File: config.mk
export PLATFORM = sky130hd
export DESIGN_NAME = platform_layer_engine
export DESIGN_NICKNAME = d
export VERILOG_FILES = /design/src/rtl/platform_pkg.sv /design/src/rtl/platform_hit_detect.sv /design/src/rtl/platform_layer_engine.sv
export SDC_FILE = /design/constraint.sdc
export NUM_CORES = 2
export LEC_CHECK = 0
export ABC_AREA = 0
export CELL_PAD_IN_SITES_DETAIL_PLACEMENT = 1
export CELL_PAD_IN_SITES_GLOBAL_PLACEMENT = 2
export CORE_MARGIN = 3
export CORE_UTILIZATION = 36
export CTS_BUF_LIST = sky130_fd_sc_hd__clkbuf_2
export DETAILED_ROUTE_END_ITERATION = 7
export GPL_ROUTABILITY_DRIVEN = 0
export PLACE_DENSITY_LB_ADDON = 0.1
export SYNTH_ARGS = -nofsm -noshare
export SYNTH_HDL_FRONTEND = slang
export SYNTH_SLANG_ARGS = --single-unit
File: constraint.sdc
create_clock -name clk -period 7.5 [get_ports clk]
set_clock_uncertainty 0.15 [all_clocks]
set_input_delay 1.5 -clock clk [delete_from_list [all_inputs] [get_ports clk]]
set_output_delay 1.5 -clock clk [all_outputs]
set_load 0.01 [all_outputs]
File: src/rtl/platform_pkg.sv
// platform_pkg: descriptor type, legacy layout and shared constants for the platform layer
package platform_pkg;
  localparam int BLOCK_W_DEF = 16;
  localparam logic [11:0] TRANS_KEY_DEF = 12'h6DE;
  localparam logic [4:0] HIT_WALL = 5'd31;
  localparam int NUM_DEFAULT = 6;
  typedef struct packed {
    logic en;
    logic [9:0] x0;
    logic [9:0] y0;
    logic [9:0] w;
    logic signed [3:0] dx;
    logic [9:0] lo;
    logic [9:0] hi;
  } plat_desc_t;
  typedef enum logic {ST_IDLE, ST_UPD} mot_state_t;
  localparam plat_desc_t [0:NUM_DEFAULT-1] DEFAULT_LAYOUT = {
    plat_desc_t'{1'b1, 10'd16,  10'd132, 10'd144, 4'sd0, 10'd0, 10'd640},
    plat_desc_t'{1'b1, 10'd160, 10'd216, 10'd96,  4'sd0, 10'd0, 10'd640},
    plat_desc_t'{1'b1, 10'd100, 10'd300, 10'd64,  4'sd0, 10'd0, 10'd640},
    plat_desc_t'{1'b1, 10'd192, 10'd220, 10'd64,  4'sd0, 10'd0, 10'd640},
    plat_desc_t'{1'b1, 10'd400, 10'd180, 10'd128, 4'sd0, 10'd0, 10'd640},
    plat_desc_t'{1'b1, 10'd480, 10'd360, 10'd96,  4'sd0, 10'd0, 10'd640}
  };
  function automatic plat_desc_t default_desc(input int i);
    return i < NUM_DEFAULT ? DEFAULT_LAYOUT[3'(i % NUM_DEFAULT)] : '0;
  endfunction
endpackage

File: src/rtl/platform_hit_detect.sv
// platform_hit_detect: per-descriptor hit compare with wall-first, lowest-index priority
module platform_hit_detect
  import platform_pkg::*;
#(
  parameter int NUM_PLAT = 8,
  parameter int BLOCK_W = BLOCK_W_DEF,
  parameter int H_RES = 640,
  parameter int V_RES = 480
) (
  input  logic [9:0] x,
  input  logic [9:0] y,
  input  plat_desc_t [NUM_PLAT-1:0] descs,
  output logic hit,
  output logic wall,
  output logic [4:0] idx,
  output logic [6:0] row,
  output logic [3:0] col
);
  localparam logic [10:0] BW = 11'(BLOCK_W);
  localparam logic [10:0] XR = 11'(H_RES - BLOCK_W);
  localparam logic [10:0] YB = 11'(V_RES - BLOCK_W);
  logic [10:0] xe, ye;
  assign xe = {1'b0, x};
  assign ye = {1'b0, y};
  always_comb begin
    wall = xe < BW || xe >= XR || ye < BW || ye >= YB;
    hit = wall;
    idx = HIT_WALL;
    row = 7'(ye % BW);
    col = 4'(xe % BW);
    for (int i = NUM_PLAT - 1; i >= 0; i--)
      if (!wall && descs[i].en && descs[i].w != 10'd0 &&
          ye >= {1'b0, descs[i].y0} && ye < {1'b0, descs[i].y0} + BW &&
          xe >= {1'b0, descs[i].x0} && xe < {1'b0, descs[i].x0} + {1'b0, descs[i].w}) begin
        hit = 1'b1;
        idx = 5'(i);
        row = 7'(ye - {1'b0, descs[i].y0} + BW);
        col = 4'((xe - {1'b0, descs[i].x0}) % BW);
      end
  end
endmodule

File: src/rtl/platform_layer_engine.sv
// platform_layer_engine: descriptor table, per-frame motion FSM and 3-stage texture pipeline
module platform_layer_engine
  import platform_pkg::*;
#(
  parameter int NUM_PLAT = 8,
  parameter int BLOCK_W = BLOCK_W_DEF,
  parameter int H_RES = 640,
  parameter int V_RES = 480,
  parameter logic [11:0] TRANS_KEY = TRANS_KEY_DEF,
  localparam int IW = $clog2(NUM_PLAT)
) (
  input  logic clk,
  input  logic rst_n,
  input  logic video_on,
  input  logic [9:0] x,
  input  logic [9:0] y,
  input  logic frame_tick,
  input  logic cfg_we,
  input  logic [IW-1:0] cfg_idx,
  input  logic cfg_en,
  input  logic [9:0] cfg_x0,
  input  logic [9:0] cfg_y0,
  input  logic [9:0] cfg_w,
  input  logic signed [3:0] cfg_dx,
  input  logic [9:0] cfg_lo,
  input  logic [9:0] cfg_hi,
  output logic tex_sel,
  output logic [6:0] tex_row,
  output logic [3:0] tex_col,
  input  logic [11:0] wall_rgb,
  input  logic [11:0] block_rgb,
  output logic [11:0] rgb_out,
  output logic platforms_on,
  output logic [4:0] hit_idx,
  output logic busy
);
  plat_desc_t [NUM_PLAT-1:0] tbl;
  mot_state_t state, state_nx;
  logic [IW-1:0] k;
  plat_desc_t cur, upd;
  logic signed [11:0] nx;
  logic move, bounce;
  logic hit, wall;
  logic [4:0] idx;
  logic [6:0] row;
  logic [3:0] col;
  logic s1_on, s2_on, s2_sel, opaque;
  logic [4:0] s1_idx, s2_idx;
  logic [11:0] texel;
  platform_hit_detect #(
    .NUM_PLAT(NUM_PLAT), .BLOCK_W(BLOCK_W), .H_RES(H_RES), .V_RES(V_RES)
  ) u_hit (
    .x(x), .y(y), .descs(tbl), .hit(hit), .wall(wall), .idx(idx), .row(row), .col(col)
  );
  assign busy = state == ST_UPD;
  always_comb begin
    state_nx = state == ST_IDLE ? (frame_tick ? ST_UPD : ST_IDLE)
                                : (k == IW'(NUM_PLAT - 1) ? ST_IDLE : ST_UPD);
    cur = tbl[k];
    nx = $signed({2'b00, cur.x0}) + $signed({{8{cur.dx[3]}}, cur.dx});
    move = cur.en && cur.dx != 4'sd0;
    bounce = nx < $signed({2'b00, cur.lo}) ||
             nx + $signed({2'b00, cur.w}) > $signed({2'b00, cur.hi});
    upd = cur;
    upd.dx = move && bounce ? -cur.dx : cur.dx;
    upd.x0 = move && !bounce ? nx[9:0] : cur.x0;
  end
  always_ff @(posedge clk or negedge rst_n)
    if (!rst_n) begin
      state <= ST_IDLE;
      k <= '0;
      for (int i = 0; i < NUM_PLAT; i++) tbl[i] <= default_desc(i);
    end else begin
      state <= state_nx;
      k <= state == ST_UPD && state_nx == ST_UPD ? k + 1'b1 : '0;
      for (int i = 0; i < NUM_PLAT; i++)
        if (cfg_we && cfg_idx == IW'(i))
          tbl[i] <= plat_desc_t'{cfg_en, cfg_x0, cfg_y0, cfg_w, cfg_dx, cfg_lo, cfg_hi};
        else if (state == ST_UPD && k == IW'(i))
          tbl[i] <= upd;
    end
  assign texel = s2_sel ? block_rgb : wall_rgb;
  assign opaque = s2_on && texel != TRANS_KEY;
  always_ff @(posedge clk or negedge rst_n)
    if (!rst_n) begin
      tex_sel <= 1'b0;
      tex_row <= '0;
      tex_col <= '0;
      s1_on <= 1'b0;
      s1_idx <= HIT_WALL;
      s2_sel <= 1'b0;
      s2_on <= 1'b0;
      s2_idx <= HIT_WALL;
      rgb_out <= '0;
      platforms_on <= 1'b0;
      hit_idx <= HIT_WALL;
    end else begin
      tex_sel <= hit & ~wall;
      tex_row <= row;
      tex_col <= col;
      s1_on <= hit & video_on;
      s1_idx <= idx;
      s2_sel <= tex_sel;
      s2_on <= s1_on;
      s2_idx <= s1_idx;
      rgb_out <= opaque ? texel : '0;
      platforms_on <= opaque;
      hit_idx <= s2_idx;
    end
endmodule

# Word level (Yosys, flattened, before mapping)
# Index checks and enable logic that the tools add are counted.
# word_totals
ff_bits	487
output_inout_bits	31
# classes
n_addsub	44
n_lt_le_gt_ge	39
n_eq_ne	15
muxes	58
bitwise_logic	3
n_reduce_logical	94
# op_table
cell	n
$mux W55	17
$lt A10 B11 Y1	16
$bmux W55 S3	1
$ge A10 B10 Y1	16
$add A10 B10 Y11	8
$add A10 B5 Y11 const B	8
$reduce_bool A10 Y1	8
$logic_and A1 B1 Y1	69
$add A7 B5 Y7 const B	8
$mux W7	8
$sub A7 B7 Y7	8
$mux W5	8
$mux W4	9
$sub A4 B4 Y4	8
$eq A3 B3 Y1 const B	8
$mux W12	2
$lt A10 B5 Y1 const B	2
$reduce_bool A2 Y1	8
$add A11 B4 Y12	1
$add A12 B11 Y12	1
$eq A3 B2 Y1 const B	4
$gt A12 B11 Y1	1
$lt A12 B11 Y1	1
$ne A12 B11 Y1 const B	1
other kinds (15)	32

# Depth between registers and ports, before layout
# depth
ltp_word	20
ltp_mapped	33

# Cells and area by module
# A second synthesis with hierarchy kept.
# hier_totals
hier_cells	4667
hier_area_um2	40164.8
# by_module_without_submodules
mod	instances	cells_per_inst	area_each_um2	seq_area_each_um2
platform_layer_engine	1	2886	26200.1	12256.8
platform_hit_detect	1	1781	13964.6	0.0

# Least setup slack after synthesis
# OpenSTA, ideal clock, no wires.
# synth_timing
path_type	reg-to-reg
start	register k[0]
end	register tbl[53] (netlist bit)
arrival_time_ns	7.110
t_required_ns	7.221
setup_slack_ns	0.111
path_stages_with_launch	31
path_cell_list	dfrtp_1 > buf_6 > buf_12 > buf_8 > buf_2 > buf_2 > mux4_2 > mux2i_1 > clkbuf_1 > inv_1 > ha_1 > fa_1 > a211oi_1 > nor3_1 > nor3b_2 > ha_1 > and4_1 > o31ai_2 > xnor2_1 > ha_1 > nand2_1 > nor2_1 > a2111oi_0 > a21oi_1 > a2111oi_2 > o221ai_2 > a31oi_1 > nand2b_2 > buf_12 > mux2i_4 > o21ai_1
# synth_between
elab_chain_len	11
elab_cells_between_ends	17
cone_classes	2 x add/sub; 2 x order compare; 5 x mux; 8 x reduce/logical
# synth_lines
item	line_no	source
start, declared	platform_layer_engine.sv:39	logic [IW-1:0] k;
start signal, assigned	platform_layer_engine.sv:75	k <= state == ST_UPD && state_nx == ST_UPD ? k + 1'b1 : '0;
$bmux W55 S3	platform_layer_engine.sv:59	cur = tbl[k];
$mux W55 (not written as such)	platform_layer_engine.sv:59	
$add A11 B4 Y12	platform_layer_engine.sv:60	nx = $signed({2'b00, cur.x0}) + $signed({{8{cur.dx[3]}}, cur.dx});
$add A12 B11 Y12	platform_layer_engine.sv:63	nx + $signed({2'b00, cur.w}) > $signed({2'b00, cur.hi});
$gt A12 B11 Y1	platform_layer_engine.sv:63	
$logic_or A1 B1 Y1	platform_layer_engine.sv:62	bounce = nx < $signed({2'b00, cur.lo}) ||
$logic_not A1 Y1	platform_layer_engine.sv:66	upd.x0 = move && !bounce ? nx[9:0] : cur.x0;
$logic_and A1 B1 Y1	platform_layer_engine.sv:66	
$mux W10	platform_layer_engine.sv:66	
$mux W55	platform_layer_engine.sv:79	else if (state == ST_UPD && k == IW'(i))
$mux W55	platform_layer_engine.sv:77	if (cfg_we && cfg_idx == IW'(i))
end signal, assigned by index	platform_layer_engine.sv:78	tbl[i] <= plat_desc_t'{cfg_en, cfg_x0, cfg_y0, cfg_w, cfg_dx, cfg_lo, cfg_hi};
end signal, assigned by index	platform_layer_engine.sv:80	tbl[i] <= upd;
end, declared	platform_layer_engine.sv:37	plat_desc_t [NUM_PLAT-1:0] tbl;
# Several ways; a longest one is shown, not always the timed one. The select of a mux whose other input is x is not followed.
# A chain may end at the register's enable or synchronous reset.

# Worst setup path in the final report
# layout_timing
start	register k[0]
end	register tbl[379] (netlist bit)
# The elaborated chain is that of the path after synthesis.

==> impl_metrics.toml <==
[setup_path]
cp_max_fo = 10
required_ns = 8.54
critical-path-slowest-cell = "dfrtp_4"
crit_family = "compound AO/OA/AOI/OAI gates"
crit_type = "reg -> reg"
path_common_cell = "ha_1"
crit_path_end_kind = "flip-flop"
cp-start-kind = "flip-flop"
crit_arrival_ns = 8.20
crit_buf_inv = 3
max_stage_delay_ns = 0.59
path_cells = "inv_2 > buf_4 > mux4_2 > o21ai_0 > ha_1 > or3_1 > o21ai_0 > nor3b_2 > ha_1 > and4_1 > o31ai_2 > xnor2_1 > ha_1 > nand2_1 > nor2_1 > a2111oi_0 > a21oi_1 > a2111oi_2 > o221ai_2 > a31oi_2 > nand2b_2 > buf_4 > mux2i_4 > o21ai_1"

[logic_synthesis]
syn_inst = 4588
synth_edf_count = 0
yosysUniqueCellTypes = 90
yosysWarnings = 0
syn_area_sq_mm = 0.03968
syn-num-nets = 5203
synth_area_per_cell_sq_um = 8.648
async_flop_share = 1.000
synth_flop_cell = "dfrtp_1"
yosysSeqAreaShare = 0.3069
ys_seq_elements = 484

[finish]
fin_area_sq_mm = 0.04462
drive_above_1_share = 0.1341
layout.nets = 5369
syn_to_final_growth_pct = 12.46

[floorplan]
die_h_um = 338.0
die_area_sq_mm = 0.1142
start_util = 0.3635
core_sq_mm = 0.1092
die_w_um = 338.0
row_count = 121
io_pins = 138

[place]
io_buffers = 137
dp_hpwl_um = 128800
dp_slack_ns = 0.1673
placed_area_sq_mm = 0.04315

[clock_tree]
clock_latency_ns = 1.47
root_buffer = "clkbuf_2"
htreeDepth = 4
cts_tree = "yes"
clkTransAtPathRegs_ns = 0.09
clkSinkCount = 484
cts.path.max_buffers = 3
cts_made_buffers = 151

[power]
p_int_mw = 11.59
power.density_mw_per_mm2 = 548.2
seqPwrFrac = 0.219
p_switching_mw = 12.88
peakVddDrop_mv = 0.3567
clkPwrFrac = 0.091
leakage_nw = 19.57
switching_share = 0.5264
combPwrFrac = 0.690

[route]
drc_errors = 0
first_pass_iters = 5
avgViaCountPerCell = 5.752
post_drt_wl_per_cell_um = 27.81
drt_iter0_drc = 3029
vias = 36510
drt_wl_total_um = 176500
antenna_left = 0

[global_routing]
grt_usage = 0.3089
grt_max_degree = 108
grt_pass1_wl_um = 257600
antenna_found_initial = 17
first_global_vias = 36970
grt-ovfl-total = 0

[job]
max-cap-violations = 0

[timing]
setup_viol = 0
max_slew_margin = 0.09043
slew_violations = 0
fmax_ghz = 0.1398
holdWs_ns = 0.2104
finalCritPeriodShare = 0.9539
fin_setup_tns_ns = 0
worst_pin_slew_ns = 1.326
final.min_clock_period_ns = 7.154
hold_viol = 0
setup_ws_ns = 0.3456

[min_path]
hold_path_class = "reg -> reg"

[status]
status = "finished clean"
## cells by family (layout without fill, tap and decap cells)
kind of cell,Yosys count,count (layout),share of synthesized area
fa+ha+maj,509,509,0.1714
xor+xnor,167,167,0.03724
flops,484,484,0.3069
buf+inv,609,884,0.06010
compound gates,1491,1491,0.2174
simple gates,1148,1148,0.1220
other cells,0,8,0
mux,180,180,0.08495
## state kept, by name (all words and copies together) (netlist names)
register,cells
s1_idx,4
s2_sel,1
rgb_out,12
s1_on,1
tex_sel,1
tex_row,7
k,3
hit_idx,4
tex_col,4
s2_idx,4
s2_on,1
tbl,440
platforms_on,1
busy,1
## placed cells by master, fill, tap and decap left out, types with 11 or more instances in the layout
cell,instances
a21oi_1,542
o21ai_0,503
ha_1,450
nor2_1,449
nand2_1,436
dfrtp_1,428
inv_1,325
clkbuf_2,233
buf_4,145
clkdlybuf4s50_1,136
xnor2_1,112
mux4_2,110
a22oi_1,81
a21o_1,64
nand3_1,62
fa_1,58
dfstp_2,53
xor2_1,52
mux2i_1,50
o21ai_1,50
nor3_1,39
o21bai_1,39
o21a_1,36
nand2b_1,34
and3_1,29
a211oi_1,22
nor4_1,20
a31oi_1,17
a21boi_0,16
mux2i_4,15
clkinv_1,15
o211ai_1,11
## synthesized netlist by cell type (all sizes together) (11+ instances only)
cell | count | area, sq um
o211ai | 11 | 82.58
o21a | 36 | 270.3
o21bai | 39 | 292.8
ha | 450 | 5630
nor2 | 463 | 1738
nand2 | 441 | 1655
dfrtp | 431 | 10790
a211oi | 24 | 180.2
nor3 | 41 | 205.2
a21oi | 543 | 2718
mux2i | 69 | 882.1
o21ai | 557 | 2788
and3 | 29 | 181.4
nor4 | 20 | 125.1
xnor2 | 114 | 1013
dfstp | 53 | 1393
a21o | 64 | 480.5
clkbuf | 181 | 679.4
buf | 98 | 466.7
nand3 | 65 | 325.3
a31oi | 19 | 125.1
a22oi | 81 | 608.1
inv | 329 | 1235
nand2b | 35 | 221.5
fa | 58 | 1161
a21boi | 16 | 120.1
mux4 | 110 | 2477
xor2 | 53 | 464.2
## metal layers
layer / part of all wire / wire length [um] / GRT usage
met1: 0.45 / 79430 / 0.4272
met2: 0.46 / 80660 / 0.4941
met3: 0.066 / 11560 / 0.05414
met4: 0.027 / 4794 / 0.09153
met5: 0.00027 / 47 / 0
## power by group through the flow
stage	clock network (mW)	registers (mW)	logic, mW
floorplan	0	4.55	11.4
global placement	0	5.32	16.4
detailed placement	0	5.35	16.6
CTS	2.34	5.30	16.7
global route	2.48	5.44	18.6
finish	2.24	5.35	16.9
## stage by stage
stage	util	power (mW)	cells
floorplan	-	15.94	4588
global placement	0.3953	21.69	6071
detailed placement	0.3953	21.95	6071
CTS	0.4079	24.32	6334
global route	0.4087	26.52	6344
finish	0.4088	24.46	6347
## timing repair
action,CTS,global route
hold endpoints to repair,70,0
setup buffers,0,5
setup endpoints to repair,0,97
resized for setup,0,13
hold buffers,1,0
## cell type report
cell class,instances,area (sq um)
timing repair buffer,292,2640
tap,1476,1847
fill,12960,64530
antenna,8,20.02
inverter,330,1240
sequential,484,12190
clock buffer,233,1166
clock inverter,29,197.7
multi-input combinational,3495,25330
## final timing paths
| check | start | end | slack [ns] | depth (start not counted) |
|---|---|---|---|---|
| setup / recovery | k[0]$_DFF_PN0_ | tbl[379]$_DFFE_PN0P_ | 0.35 | 24 |
| hold / removal | s1_idx[3]$_DFF_PN1_ | s2_idx[3]$_DFF_PN1_ | 0.21 | 0 |
| setup reg to reg | k[0]$_DFF_PN0_ | tbl[379]$_DFFE_PN0P_ | 0.35 | 24 |
| hold reg to reg | s1_idx[3]$_DFF_PN1_ | s2_idx[3]$_DFF_PN1_ | 0.21 | 0 |
| max in group asynchronous | rst_n | tbl[288]$_DFFE_PN0P_ | 5.45 | 3 |
| min in group asynchronous | rst_n | tbl[192]$_DFFE_PN0P_ | 0.55 | 2 |
No activity file was read; power rests on OpenSTA's default activity.
